**src/rtl/rbin_stream_generator.sv**
```systemverilog
// r-bin stream generator: projects hits onto r = x*cos + z*sin, bins r and sequences the
// Legendre accumulator through clear, fill and drain for one event/theta pair.
module rbin_stream_generator #(
    parameter int unsigned R_BINS       = 128,
    parameter int unsigned HIT_W        = 16,
    parameter int unsigned TRIG_W       = 16,
    parameter int unsigned TRIG_FRAC    = 14,
    parameter int unsigned BIN_SHIFT    = 2,
    parameter int unsigned DRAIN_CYCLES = 4
) (
    input  logic                     clk,
    input  logic                     rst_n,
    input  logic                     event_start,
    input  logic signed [TRIG_W-1:0] cos_theta,
    input  logic signed [TRIG_W-1:0] sin_theta,
    input  logic signed [HIT_W:0]    r_min,
    input  logic [2*HIT_W-1:0]       hit_TDATA,
    input  logic                     hit_TVALID,
    output logic                     hit_TREADY,
    input  logic                     hit_TLAST,
    output logic [7:0]               r_bin_V_TDATA,
    output logic                     r_bin_V_TVALID,
    input  logic                     r_bin_V_TREADY,
    output logic                     reset_rbins,
    output logic                     enable_V,
    output logic                     busy,
    output logic                     event_done
);

    localparam int unsigned PROD_W = HIT_W + TRIG_W;
    localparam int unsigned SUM_W  = PROD_W + 1;
    localparam int unsigned REL_W  = SUM_W + 1;
    localparam int unsigned CNT_W  = 8;

    typedef enum logic [1:0] {StIdle, StClear, StFill, StDrain} state_e;

    state_e                   state_q, state_d;
    logic [CNT_W-1:0]         cnt_q, cnt_d;
    logic                     reset_rbins_d, enable_d, busy_d, done_d;
    logic signed [TRIG_W-1:0] cos_q, sin_q;
    logic signed [HIT_W:0]    r_min_q;

    logic                     stall, accept, last_hs, start_ok;
    logic signed [HIT_W-1:0]  hit_x, hit_z;
    logic signed [PROD_W-1:0] px_d, pz_d, px_q, pz_q;
    logic                     s1_valid_q, s1_last_q, out_last_q;
    logic signed [SUM_W-1:0]  sum, r_val;
    logic signed [REL_W-1:0]  r_rel, bin;
    logic                     in_range;
    logic [7:0]               tdata_d;

    assign stall      = r_bin_V_TVALID & ~r_bin_V_TREADY;
    assign hit_TREADY = (state_q == StFill) & ~stall;
    assign accept     = hit_TVALID & hit_TREADY;
    assign last_hs    = r_bin_V_TVALID & r_bin_V_TREADY & out_last_q;
    assign start_ok   = (state_q == StIdle) & event_start;

    always_ff @(posedge clk) begin
        if (!rst_n) begin
            state_q     <= StIdle;
            cnt_q       <= '0;
            reset_rbins <= 1'b0;
            enable_V    <= 1'b0;
            busy        <= 1'b0;
            event_done  <= 1'b0;
        end else begin
            state_q     <= state_d;
            cnt_q       <= cnt_d;
            reset_rbins <= reset_rbins_d;
            enable_V    <= enable_d;
            busy        <= busy_d;
            event_done  <= done_d;
        end
    end

    always_comb begin
        state_d = state_q;
        cnt_d   = cnt_q;
        unique case (state_q)
            StIdle: begin
                if (event_start) begin
                    state_d = StClear;
                    cnt_d   = '0;
                end
            end
            StClear: begin
                if (cnt_q == CNT_W'(R_BINS + 1)) begin
                    state_d = StFill;
                    cnt_d   = '0;
                end else begin
                    cnt_d = cnt_q + CNT_W'(1);
                end
            end
            StFill: begin
                if (last_hs) begin
                    state_d = StDrain;
                    cnt_d   = '0;
                end
            end
            StDrain: begin
                if (cnt_q == CNT_W'(DRAIN_CYCLES)) begin
                    state_d = StIdle;
                end else begin
                    cnt_d = cnt_q + CNT_W'(1);
                end
            end
            default: state_d = StIdle;
        endcase
    end

    // enable_V holds through IDLE so the accumulator max stays readable after an event.
    always_comb begin
        reset_rbins_d = (state_d == StClear);
        busy_d        = (state_d != StIdle);
        done_d        = (state_d == StDrain) && (cnt_d == CNT_W'(DRAIN_CYCLES));
        enable_d      = enable_V;
        if (start_ok) begin
            enable_d = 1'b0;
        end
        if (state_d == StFill || state_d == StDrain) begin
            enable_d = 1'b1;
        end
    end

    assign hit_x = hit_TDATA[2*HIT_W-1:HIT_W];
    assign hit_z = hit_TDATA[HIT_W-1:0];
    assign px_d  = PROD_W'(hit_x) * PROD_W'(cos_q);
    assign pz_d  = PROD_W'(hit_z) * PROD_W'(sin_q);

    always_comb begin
        sum      = SUM_W'(px_q) + SUM_W'(pz_q);
        r_val    = sum >>> TRIG_FRAC;
        r_rel    = REL_W'(r_val) - REL_W'(r_min_q);
        bin      = r_rel >>> BIN_SHIFT;
        in_range = ~r_rel[REL_W-1] && ($unsigned(bin) < REL_W'(R_BINS));
        tdata_d  = in_range ? {1'b0, bin[6:0]} : 8'h80;
    end

    always_ff @(posedge clk) begin
        if (!rst_n) begin
            cos_q          <= '0;
            sin_q          <= '0;
            r_min_q        <= '0;
            px_q           <= '0;
            pz_q           <= '0;
            s1_valid_q     <= 1'b0;
            s1_last_q      <= 1'b0;
            out_last_q     <= 1'b0;
            r_bin_V_TVALID <= 1'b0;
            r_bin_V_TDATA  <= '0;
        end else begin
            if (start_ok) begin
                cos_q   <= cos_theta;
                sin_q   <= sin_theta;
                r_min_q <= r_min;
            end
            if (!stall) begin
                px_q           <= px_d;
                pz_q           <= pz_d;
                s1_valid_q     <= accept;
                s1_last_q      <= accept & hit_TLAST;
                r_bin_V_TVALID <= s1_valid_q;
                r_bin_V_TDATA  <= tdata_d;
                out_last_q     <= s1_last_q;
            end
        end
    end

endmodule

```
**config.mk**
```make
export PLATFORM = sky130hd
export DESIGN_NAME = rbin_stream_generator
export DESIGN_NICKNAME = d
export VERILOG_FILES = /design/src/rtl/rbin_stream_generator.sv
export SDC_FILE = /design/constraint.sdc
export NUM_CORES = 2
export LEC_CHECK = 0
export CORE_MARGIN = 2
export CORE_UTILIZATION = 60
export DETAILED_ROUTE_END_ITERATION = 8
export DONT_BUFFER_PORTS = 1
export GPL_ROUTABILITY_DRIVEN = 0
export PLACE_DENSITY = 0.84
export SLEW_MARGIN = 20
export SYNTH_ARGS = -nofsm -noshare
export SYNTH_HDL_FRONTEND = slang
export SYNTH_SLANG_ARGS = --single-unit
```
**constraint.sdc**
```tcl
create_clock -name clk -period 6.7 [get_ports clk]
set_input_delay 1.34 -clock clk [delete_from_list [all_inputs] [get_ports clk]]
set_output_delay 1.34 -clock clk [all_outputs]
set_load 0.01 [all_outputs]
```
Word-level counts from Yosys, hierarchy flattened --
Cells that the tools add are included.
Storage, ports and cells: output and inout bits 14, register bits 139, input bits 87, word-level logic and storage cells 60
Operators by class: multiplexer cells 13, eq/ne operators 9, add/subtract/negate cells 3, reductions and logical operators 6, magnitude comparators 1, bitwise operators 10, multipliers 2
Operators with widths (number):
- 16-bit by 16-bit multiplier with 32-bit output | 2
- 8-bit 2-to-1 mux | 5
- 34-bit by 8-bit < comparator with 1-bit output (second input constant) | 1
- 32-bit by 32-bit adder with 33-bit output | 1
- 8-bit case mux with 4 select lines | 1
- 19-bit by 17-bit subtractor with 20-bit output | 1
- 8-bit by 3-bit == test with 1-bit output (second input constant) | 2
- 8-bit by 1-bit adder with 8-bit output (second input constant) | 1
- 2-bit == test (second input constant) | 4
- 8-bit == test (second input constant) | 1
- 2-bit 2-to-1 mux | 4
- 2-bit case mux with 4 select lines | 1
- 1-bit AND | 7
- 2-bit by 1-bit == test with 1-bit output (second input constant) | 2
- 2-bit nonzero test | 2
- 1-bit NOT | 3
- 1-bit logical AND | 2
- 2-bit logical NOT | 1
- 1-bit 2-to-1 mux | 2
- 1-bit logical OR | 1

Logic depth before layout (Yosys ltp) --
word-level depth 7, gate-level depth with buffers 25, mapped depth without buffers 24

Worst setup path after synthesis --
Ideal clock, no wire load.
kind input to register, start point input port hit_TDATA[12], end point register pz_q[28], library setup time 126 ps, data required time 6574 ps, stages on the path 22, data arrival time 6944 ps, path slack -370 ps, cells stage by stage clkbuf_1 -> nand2_1 -> fa_1 -> fa_1 -> fa_1 -> inv_1 -> fa_1 -> fa_1 -> inv_1 -> fa_1 -> inv_1 -> ha_1 -> and3_1 -> and3_1 -> a211oi_1 -> o21ai_2 -> a32oi_2 -> nor3_1 -> o41ai_1 -> o21ba_1 -> xor2_1 -> o21ai_1
Between the ends: longest elaborated chain between the ends 1
RTL lines:
- start: declaration | RTL line 17 | input logic [2*HIT_W-1:0] hit_TDATA,
- 16-bit by 16-bit multiplier with 32-bit output | RTL line 128 | assign pz_d = PROD_W'(hit_z) * PROD_W'(sin_q);
- end signal: assignment | RTL line 159 | pz_q <= pz_d;
- end: declaration | RTL line 45 | logic signed [PROD_W-1:0] px_d, pz_d, px_q, pz_q;
Every way passes these cells. A chain may end at the register's enable or synchronous reset.

Worst setup path in the final report --
start point input port hit_TDATA[15], end point register pz_q[28]
Same word-level chain as after synthesis.

==> results.cfg <==
[synthesis]
synth_cell_types = 81
synth_top_area_share_pct = 39.3
ys_seq_area_share_pct = 10.4
syn_area_per_cell_sq_um = 8.76
synthesis.nets = 3877
ys.flop_type = dfxtp_1
synthTopCellsByArea = fa_1 39%, dfxtp_1 10%, ha_1 10%
yosysWarnings = 0
synth_area_leader_cell = fa_1
async_flop_share_pct = 0
synth_edf_count = 0
synth_seq_cells = 139
synth_area_sq_um = 26700
syn_inst = 3050

[min_path]
hp-class = reg -> reg

[final_layout]
multi_input_area_sq_um = 21300
register_area_sq_um = 2780
fin_cells = 3606
final_nets = 3828
finish.instance_area_sq_um = 28100
diodes = 0
utilization_pct = 63.7
area_growth_pct = 5.23
drive_gt1_share_pct = 4.51
fillers = 3395

[power_and_ir_drop]
p_leak_nw = 13.9
total_power_mw = 8.02
peakVddDrop_v = 0.000330
power_density_nw_per_um2 = 285

[worst_setup_path]
crit_chain = nand2_1, inv_1, fa_2, inv_1, fa_1, fa_1, fa_1, fa_1, fa_1, inv_1, ha_1, a21o_1, a21o_1, a21o_1, a21o_1, a21oi_2, nor2_1, o41ai_2, o21ba_1, xor2_1, o21ai_1
cp_common_cell = fa_1
crit_path_start_kind = input port
cp_data_arrival_time_ps = 6770
cp_slowest_stage_delay_ps = 630
crit_path_top_delay_cell = fa_2
critPathTopFamily = adder cells
endpoint_kind = flop
crit_buf_inv = 3
cp.required_ps = 7020
crit_fanout = 16
worstSetupPathType = in -> reg

[clocking]
postCtsHoldBufs = 0
htree_levels = 4
cts_tree = yes
cts_resized = 0
clockBufferDepth = 2
clk_latency_ps = 460
path_clk_slew_ps = 70
cts_setup_buffers = 0
clockRootBuffer = clkbuf_16
cts_sinks = 139
numCtsBuffers = 17

[sta]
setup_viol = 0
rsz0062_at_grt = false
final_hold_viol_count = 0
min_period_ps = 6450
tightest_slew_ps = 1060
clock_skew_ps = 12.4
clock.fmax_ghz = 0.155
maxSlewHeadroom_pct = 28.8
fin_crit_sh_pct = 96.3
timing.final.max_slew_violations = 0

[global_routing]
antenna_found_initial = 0
grt.total_usage_pct = 28.6
grt_pass1_vias = 23000
overflow = 0
grt_max_degree = 83
grt_pass1_wl_mm = 108

[floorplan]
io_pins = 101
rows = 77
dieHeight_um = 215
fp.coreArea_sq_um = 44100
dieArea_sq_um = 46200
start_util_pct = 60.5
die_w_um = 215

[drt]
final_antenna_net_count = 0
via_per_inst = 5.74
avgRoutedWirePerCell_um = 17.4
routed_wl_mm = 62.9
firstDrtPassIters = 5
drt_first_iter_violations = 1539
route.detailed.drc = 0
vias = 20700

[run_status]
status = complete, no violations

[placement]
io_buffers = 0
dp.cells = 3574
dp_hpwl_mm = 50.9
placed_area_sq_um = 27500

[flow_run]
drv_cap = 0
## synthesized netlist by cell type, drive strengths merged, types with 3 or more instances
library cell and number:
a21boi 4, nor2 86, o21bai 14, a211oi 18, clkbuf 109, o31ai 5, and2 254, buf 7
and3 16, o41ai 4, a22o 10, and4 4, o21ai 82, nor2b 12, a21oi 165, fa 524
o211ai 4, xnor2 66, or2 3, nand2 472, a31oi 9, nor3 18, nor4 4, or3 5
a21o 40, dfxtp 139, nand4 16, ha 216, inv 612, o21a 10, nand2b 22, a2111oi 3
nand3 21, a211o 4, xor2 33
## area by class of cell
type / count / share of cell area, %
Inverter: 613 / 8.19
Clock inverter: 15 / 0.610
Multi-Input combinational cell: 2182 / 75.9
Sequential cell: 139 / 9.90
Tap cell: 592 / 2.63
Timing Repair Buffer: 48 / 1.28
Clock buffer: 17 / 1.51
## sequential cells by signal, summed over array words and instances (netlist names), 2 cells and up
register       flops
r_min_q           17
cnt_q              8
state_q            2
r_bin_V_TDATA      8
cos_q             16
px_q              32
sin_q             16
pz_q              32
## stage by stage
stage	setup WS [ps]	hold slack, ps	setup TNS, ps
floorplan	1.15	429	0
global placement	-52.6	439	-80.1
detailed placement	-191	451	-998
CTS	285	461	0
global route	32.8	478	0
finish	251	460	0
## tightest hold or removal path: cells and delay by family, from the launching register on
kind,cells,cell delay (ps)
AO/OA/AOI/OAI,1,50
flip-flops,1,310
AND/OR/NAND/NOR,1,50
## routing by layer
| metal | routed length, um | vias to the layer above | part of all wire [%] | global-route usage (%) |
|---|---|---|---|---|
| li1 | - | 9239 | - | - |
| met1 | 23800 | 10400 | 38 | 34.7 |
| met2 | 31600 | 863 | 50 | 49.8 |
| met3 | 4300 | 238 | 6.8 | 4.13 |
| met4 | 3200 | 0 | 5.1 | 14.9 |
| met5 | 0 | - | 0 | 0 |
## power breakdown
group	total [mW]	internal [mW]	switching, mW
clock network	1.00	0.533	0.469
logic	5.90	2.53	3.37
registers	1.12	0.981	0.143
## logic make-up after synthesis
family	Yosys count	synth area share (%)
compound gates	401	9.82
xor+xnor	99	3.25
fa+ha+maj	740	49.4
buf+inv	729	10.3
flops	139	10.4
mux	3	0.117
simple gates	939	16.7
## layout by cell type, fill, tap and decap left out, types with 48 or more instances in the layout
cell type / netlist / final
a21oi_1: 162 / 160
and2_1: 253 / 252
buf_4: 0 / 48
dfxtp_1: 139 / 138
fa_1: 524 / 520
ha_1: 216 / 211
inv_1: 612 / 611
nand2_1: 472 / 469
nor2_1: 86 / 85
o21ai_0: 62 / 62
xnor2_1: 66 / 66
## final timing paths
check	slack (ps)	endpoint	from	cells after the start
max	250	pz_q[28]$_SDFFE_PN0N_	hit_TDATA[15]	21
min	460	r_min_q[12]$_SDFFE_PN0P_	r_min_q[12]$_SDFFE_PN0P_	2
max reg2reg	330	px_q[31]$_SDFFE_PN0N_	cos_q[10]$_SDFFE_PN0P_	21
min reg2reg	460	r_min_q[12]$_SDFFE_PN0P_	r_min_q[12]$_SDFFE_PN0P_	2
(Power assumes the default switching activity.)
